## src/rtl/alu.sv

```systemverilog
// rtl/alu.sv - registered RV32I integer ALU driven by a one-hot decoded opcode
//
// Purpose: computes one integer result per clock for execute/writeback,
// branch resolution (0/1 outcome) and load/store address generation.
//
// Ports:
//   clk          rising-edge clock
//   rst          asynchronous active-high reset, clears ALUoutput
//   v1           operand 1 (rs1, or PC for auipc/jal/jalr)
//   v2           operand 2 (rs2 or sign-extended immediate)
//   instructions one-hot decoded opcode, lowest set bit wins
//   ALUoutput    registered result, one cycle after the operands

module alu #(
    parameter int XLEN   = 32,
    parameter int NINSTR = 37
) (
    input  logic              clk,
    input  logic              rst,
    input  logic [XLEN-1:0]   v1,
    input  logic [XLEN-1:0]   v2,
    input  logic [NINSTR-1:0] instructions,
    output logic [XLEN-1:0]   ALUoutput
);

    localparam int SELW = 6;

    localparam logic [SELW-1:0] OP_LUI   = 6'd0;
    localparam logic [SELW-1:0] OP_AUIPC = 6'd1;
    localparam logic [SELW-1:0] OP_JAL   = 6'd2;
    localparam logic [SELW-1:0] OP_JALR  = 6'd3;
    localparam logic [SELW-1:0] OP_BEQ   = 6'd4;
    localparam logic [SELW-1:0] OP_BNE   = 6'd5;
    localparam logic [SELW-1:0] OP_BLT   = 6'd6;
    localparam logic [SELW-1:0] OP_BGE   = 6'd7;
    localparam logic [SELW-1:0] OP_BLTU  = 6'd8;
    localparam logic [SELW-1:0] OP_BGEU  = 6'd9;
    localparam logic [SELW-1:0] OP_LB    = 6'd10;
    localparam logic [SELW-1:0] OP_LH    = 6'd11;
    localparam logic [SELW-1:0] OP_LW    = 6'd12;
    localparam logic [SELW-1:0] OP_LBU   = 6'd13;
    localparam logic [SELW-1:0] OP_LHU   = 6'd14;
    localparam logic [SELW-1:0] OP_SB    = 6'd15;
    localparam logic [SELW-1:0] OP_SH    = 6'd16;
    localparam logic [SELW-1:0] OP_SW    = 6'd17;
    localparam logic [SELW-1:0] OP_ADDI  = 6'd18;
    localparam logic [SELW-1:0] OP_SLTI  = 6'd19;
    localparam logic [SELW-1:0] OP_SLTIU = 6'd20;
    localparam logic [SELW-1:0] OP_XORI  = 6'd21;
    localparam logic [SELW-1:0] OP_ORI   = 6'd22;
    localparam logic [SELW-1:0] OP_ANDI  = 6'd23;
    localparam logic [SELW-1:0] OP_SLLI  = 6'd24;
    localparam logic [SELW-1:0] OP_SRLI  = 6'd25;
    localparam logic [SELW-1:0] OP_SRAI  = 6'd26;
    localparam logic [SELW-1:0] OP_ADD   = 6'd27;
    localparam logic [SELW-1:0] OP_SUB   = 6'd28;
    localparam logic [SELW-1:0] OP_SLL   = 6'd29;
    localparam logic [SELW-1:0] OP_SLT   = 6'd30;
    localparam logic [SELW-1:0] OP_SLTU  = 6'd31;
    localparam logic [SELW-1:0] OP_XOR   = 6'd32;
    localparam logic [SELW-1:0] OP_SRL   = 6'd33;
    localparam logic [SELW-1:0] OP_SRA   = 6'd34;
    localparam logic [SELW-1:0] OP_OR    = 6'd35;
    localparam logic [SELW-1:0] OP_AND   = 6'd36;

    logic [SELW-1:0] sel;
    logic            hit;
    logic [XLEN-1:0] sum;
    logic [XLEN-1:0] diff;
    logic [XLEN-1:0] link;
    logic [XLEN-1:0] shl;
    logic [XLEN-1:0] shr_l;
    logic [XLEN-1:0] shr_a;
    logic [4:0]      shamt;
    logic            eq;
    logic            lt_s;
    logic            lt_u;
    logic [XLEN-1:0] alu_d;
    logic [XLEN-1:0] alu_q;

    // Scanning downward leaves the lowest set bit in sel, so a malformed
    // multi-hot vector resolves to its lowest-index opcode.
    always_comb begin
        sel = '0;
        hit = 1'b0;
        for (int i = NINSTR - 1; i >= 0; i--) begin
            if (instructions[i]) begin
                sel = SELW'(i);
                hit = 1'b1;
            end
        end
    end

    assign shamt = v2[4:0];
    assign sum   = v1 + v2;
    assign diff  = v1 - v2;
    assign link  = v1 + XLEN'(4);
    assign shl   = v1 << shamt;
    assign shr_l = v1 >> shamt;
    assign shr_a = $signed(v1) >>> shamt;
    assign eq    = (v1 == v2);
    assign lt_s  = ($signed(v1) < $signed(v2));
    assign lt_u  = (v1 < v2);

    always_comb begin
        alu_d = '0;
        if (hit) begin
            case (sel)
                OP_LUI:                                   alu_d = v2;
                OP_AUIPC, OP_LB, OP_LH, OP_LW, OP_LBU,
                OP_LHU, OP_SB, OP_SH, OP_SW, OP_ADDI,
                OP_ADD:                                   alu_d = sum;
                OP_JAL, OP_JALR:                          alu_d = link;
                OP_BEQ:                                   alu_d = XLEN'(eq);
                OP_BNE:                                   alu_d = XLEN'(!eq);
                OP_BLT, OP_SLTI, OP_SLT:                  alu_d = XLEN'(lt_s);
                OP_BGE:                                   alu_d = XLEN'(!lt_s);
                OP_BLTU, OP_SLTIU, OP_SLTU:               alu_d = XLEN'(lt_u);
                OP_BGEU:                                  alu_d = XLEN'(!lt_u);
                OP_SUB:                                   alu_d = diff;
                OP_XORI, OP_XOR:                          alu_d = v1 ^ v2;
                OP_ORI, OP_OR:                            alu_d = v1 | v2;
                OP_ANDI, OP_AND:                          alu_d = v1 & v2;
                OP_SLLI, OP_SLL:                          alu_d = shl;
                OP_SRLI, OP_SRL:                          alu_d = shr_l;
                OP_SRAI, OP_SRA:                          alu_d = shr_a;
                default:                                  alu_d = '0;
            endcase
        end
    end

    always_ff @(posedge clk or posedge rst) begin
        if (rst) begin
            alu_q <= '0;
        end else begin
            alu_q <= alu_d;
        end
    end

    assign ALUoutput = alu_q;

endmodule

```

## config.mk

```make
export PLATFORM = sky130hd
export DESIGN_NAME = alu
export DESIGN_NICKNAME = d
export VERILOG_FILES = /design/src/rtl/alu.sv
export SDC_FILE = /design/constraint.sdc
export NUM_CORES = 1
export LEC_CHECK = 0
export CAP_MARGIN = 0
export CELL_PAD_IN_SITES_DETAIL_PLACEMENT = 1
export CELL_PAD_IN_SITES_GLOBAL_PLACEMENT = 1
export CORE_MARGIN = 1
export CORE_UTILIZATION = 46
export DETAILED_ROUTE_END_ITERATION = 16
export GPL_ROUTABILITY_DRIVEN = 0
export HOLD_SLACK_MARGIN = 0.12
export PLACE_DENSITY = 0.9
export SLEW_MARGIN = 20
export SYNTH_ARGS = -nofsm -noshare
export SYNTH_HDL_FRONTEND = slang
export SYNTH_SLANG_ARGS = --single-unit
```

## constraint.sdc

```tcl
create_clock -name clk -period 2.38 [get_ports clk]
set_input_delay 0.714 -clock clk [delete_from_list [all_inputs] [get_ports clk]]
set_output_delay 0.714 -clock clk [all_outputs]
set_load 0.05 [all_outputs]
```

==> results.md, run 1 <==
- The die is 161 um wide.
- The most frequent cell after synthesis is nor2_1.
- For this configuration, the core starts out at a cell density of 0.472.
- The placed wire-length estimate is 81.5 mm.
- The number of nets produced by synthesis is 1886.
- Port buffering added 134 buffers.
- The number of distinct library cell variants in the gate-level netlist after synthesis is 83.
- The number of storage elements in the synthesis netlist is 32.
- The flow did not finish.
- The share of synthesized area in the top cell type comes to 0.106.
- The number of top-level pins is 135.
- The height of the die is 161 um.
- In the synthesized netlist, the cells that appear most often are 176 x nor2_1, 136 x nand2_1, 135 x a21oi_1.
- The number of placement rows is 57.
- Of all flip-flops after synthesis, the portion carrying an async set or reset was 1.00.
- The stage at which the flow ended is detailed placement (3_5_place_dp).
- In the synthesized netlist the dominant register cell turns out to be dfrtp_1.
- The tool reported: "[ERROR DPL-0033] detailed placement checks failed during check placement".
- The library cell with the largest summed area after synthesis is ha_1.
- The synthesized netlist cell count is 1683.
- The netlist area before placement is 11600 um2.
- Yosys attributes the largest share of cell area to ha_1 11%, dfrtp_1 6.9%, mux2i_1 6.4%, a21oi_1 5.8%, nor2_1 5.7%.
- Yosys printed 0 warnings.
- The mean post-synth cell area is 6.89 um2.
- The share of the yosys chip area belonging to registers is 0.0691.
- The number of synthesized flops with an enable pin is 0.
==> logic make-up after synthesis <==
| kind of cell | Yosys count | synth area share |
|---|---|---|
| XOR/XNOR | 45 | 0.0340 |
| buffers and inverters | 234 | 0.0766 |
| flip-flops | 32 | 0.0691 |
| adder cells (fa/ha/maj) | 100 | 0.109 |
| AND/OR/NAND/NOR | 560 | 0.233 |
| AO/OA/AOI/OAI | 589 | 0.346 |
| multiplexers | 123 | 0.133 |
==> through the flow <==
step,setup WS [ns],cells
floorplan,-1.21,1683
global placement,-2.03,2682
==> run 2, diff against run 1 <==
==> config.mk (replaced) <==
export PLATFORM = sky130hd
export DESIGN_NAME = alu
export DESIGN_NICKNAME = d
export VERILOG_FILES = /design/src/rtl/alu.sv
export SDC_FILE = /design/constraint.sdc
export NUM_CORES = 1
export LEC_CHECK = 0
export CAP_MARGIN = 0
export CORE_MARGIN = 1
export CORE_UTILIZATION = 35
export DETAILED_ROUTE_END_ITERATION = 16
export GPL_ROUTABILITY_DRIVEN = 0
export PLACE_DENSITY_LB_ADDON = 0.15
export SLEW_MARGIN = 20
export SYNTH_ARGS = -nofsm -noshare
export SYNTH_HDL_FRONTEND = slang
export SYNTH_SLANG_ARGS = --single-unit
==> run 2 against run 1 <==
The flow now finishes, with violations (setup timing). Synthesized cell count did not move. Synthesized area did not move.
==> results.md, run 2 <==
- The number of nets still failing antenna checks after routing is 0.
- The number of nets produced by synthesis is 1886 (unchanged).
- The placed standard-cell area is 18400 um2.
- For the finished layout, the period the worst path requires is 3.80 ns.
- The mean post-synth cell area is 6.89 um2 (unchanged).
- For the pin with the worst max-slew slack, the measured transition is 0.945 ns.
- The kind of critical path is in -> reg.
- The worst voltage drop across the vdd grid is 0.264 mV.
- The area share of the largest cell type after synthesis is 0.106 (unchanged).
- The core box area is 32500 um2.
- The final reports fail on setup timing.
- The register with the most flip-flops in the layout has 32 of them.
- The post-route cell area is 21000 um2.
- Overall power consumption after layout is estimated at 0.00610 W.
- The post-detailed-route wirelength per cell is 24.3 um.
- Sorting the synthesized cells by area gives the leading types as ha_1 11%, dfrtp_1 6.9%, mux2i_1 6.4%, a21oi_1 5.8%, nor2_1 5.7%.
- In the routed layout, each cell is associated on average with a via count of 6.26.
- The largest net degree at the start of global routing is 82.
- The CTS tree is yes.
- The via count of the first global-routing pass is 17276.
- Summed over all cells, the static leakage comes to 9.43 nW.
- The number of placed instances, taps included, is 2791.
- The number of antenna violations at the first check in global routing is 2.
- Setup repair after global routing could not meet its margin everywhere.
- The number of pins with negative max-slew slack in the final report was 0.
- The remaining design rule violation count is 0.
- STA classifies the critical path endpoint as a flop.
- The worst hold path belongs to the class in -> async.
- The routed design has 70.1 mm of wire.
- The power per standard cell area is 290 nW/um2.
- The synthesized netlist cell count is 1683 (unchanged).
- The number of distinct library cell variants in the gate-level netlist after synthesis is 83 (unchanged).
- The placed wire-length estimate is 52.2 mm (-36%).
- The violation count after the first detailed-route iteration is 2612.
- The most frequent cell after synthesis is nor2_1.
- The post-placement setup slack is -2.12 ns.
- The synthesis-to-layout area growth is 81.3%.
- Data arrives at the worst endpoint at 3.99 ns.
- The final number of hold-violating endpoints came to 0.
- In the layout the commonest cells are 668 x buf_4, 166 x nor2_1, 128 x nand2_1.
- The leading cell type in the layout, fill and taps excluded is buf_4.
- The run finished, with violations left.
- The netlist area before placement is 11600 um2 (unchanged).
- The initial standard-cell utilization of the core is 0.356 (-0.116).
- The H-tree was split into 2 levels.
- The width of the die is 184 um (+14%).
- The worst relative slew slack is 0.370.
- The wire length of the first global-routing pass is 102 mm.
- The share of synthesized registers carrying an async set or reset is 1.00 (unchanged).
- The cell sitting at the root of the clock tree is a clkbuf_16.
- The share of the yosys chip area belonging to registers is 0.0691 (unchanged).
- Of all nets on the critical path, the largest fanout is 4.
- The number of warnings reported in the yosys synthesis log was 0 (unchanged).
- The overall overflow remaining after global route is 0.
- Across every metal layer, demand over resource in global routing totals 0.398.
- The final critical-path setup slack is -1.42 ns.
- The number of sinks handled by clock tree synthesis is 32.
- The number of storage elements in the synthesis netlist came to 32 (unchanged).
- The final clock period utilization by the worst path is 1.60.
- The share of layout cells above drive strength 1 is 0.450.
- The number of top-level pins is 135 (unchanged).
- The final cell count without fillers is 2887.
- The vias after detailed routing is 18081.
- The type of element launching the critical path is an input pin.
- Counting along the longest clock path gives a buffer depth of 2.
- Setup violations remaining at the end of the flow were counted as 32.
- At the worst endpoint, the required time is 2.56 ns.
- The number of port buffers was 134 (unchanged).
- The number of synthesized flops with an enable pin is 0 (unchanged).
- The number of placement rows is 66 (+16%).
- The net total in the final layout is 2647.
- The number of iterations in the first detailed-routing pass is 10.
- The area enclosed by the die boundary is 33800 um2.
- Sorting the synthesized cells by how often they occur yields 176 x nor2_1, 136 x nand2_1, 135 x a21oi_1.
- The number of clock buffers inserted by TritonCTS is 5.
- In the synthesized netlist the dominant register cell turns out to be dfrtp_1.
- The clock slew at the register clock pins of the worst setup and hold paths is 0.07 ns.
- Based on the critical path, the design can be clocked at up to 263 MHz.
- Of all cell types, the one taking the most synthesized area is ha_1.
- The height of the die is 184 um (+14%).
- Summed over all failing endpoints, the final setup total negative slack is -37.62 ns.
- The max-capacitance violation count is 0.
## run 2: how the worst max path moves through the flow
stage / start / end / slack (ns) / depth (start not counted)
floorplan: v2[2] / ALUoutput[29] / -1.21 / 15
global placement: instructions[24] / ALUoutput[0] / -2.09 / 12
detailed placement: instructions[24] / ALUoutput[0] / -2.12 / 12
CTS: instructions[16] / ALUoutput[0] / -1.21 / 12
global route: instructions[18] / ALUoutput[0] / -1.48 / 12
finish: instructions[21] / ALUoutput[0] / -1.42 / 12
## run 2: cell families (layout without fill, tap and decap cells)
kind of cell | after synthesis | after routing | share of synthesized area
buf+inv | 234 | 995 | 0.0766
other cells | 0 | 1 | 0
simple gates | 560 | 560 | 0.233
compound gates | 589 | 589 | 0.346
xor+xnor | 45 | 45 | 0.0340
flops | 32 | 32 | 0.0691
fa+ha+maj | 100 | 100 | 0.109
mux | 123 | 123 | 0.133
## run 2: area by class of cell
class | instances | area [um2]
fill | 2740 | 11500
timing repair buffer | 885 | 7450
sequential | 32 | 801
multi-input combinational | 1417 | 11700
antenna | 1 | 2.50
inverter | 103 | 404
clock buffer | 7 | 153
tap | 442 | 553
## run 2: routing by layer
layer / vias up / part of all wire / track usage
met5: - / 0.00016 / 0
met2: 1356 / 0.42 / 0.606
met4: 2 / 0.075 / 0.222
met3: 401 / 0.13 / 0.0929
met1: 8483 / 0.38 / 0.513
li1: 7839 / - / -
## run 2: worst max-delay path, cell delays in order
cell           delay (ns)
dlygate4sd2_1        0.26
or4_4                0.43
or4_4                0.53
buf_6                0.15
o21ai_4              0.17
buf_6                0.13
nor3_4               0.04
o21a_1               0.15
buf_6                0.14
a222oi_1             0.82
nor4b_2              0.33
a31oi_1              0.11
## run 2: power by group
part / internal, W / switching, W / total, W / leakage, nW
Sequential: 0.000632 / 0.0000438 / 0.000676 / 0.376
Clock: 0.000442 / 0.000329 / 0.000772 / 0.0760
Combinational: 0.00209 / 0.00256 / 0.00466 / 8.98
Total: 0.00317 / 0.00294 / 0.00610 / 9.43
## run 2: through the flow
step	util	hold slack (ns)
2_1_floorplan	-	0.830
3_3_place_gp	0.566	1.18
3_5_place_dp	0.566	1.19
4_1_cts	0.627	0.865
5_1_grt	0.646	0.951
6_report	0.646	0.856
## run 2: what timing repair did
action	4_1_cts	5_1_grt
setup endpoints to repair	32	32
resized for setup	388	97
hold endpoints to repair	0	0
pin swaps	117	56
buffers inserted	69	28
hold buffers	0	0
cloned	3	0
(Power assumes the default switching activity.)
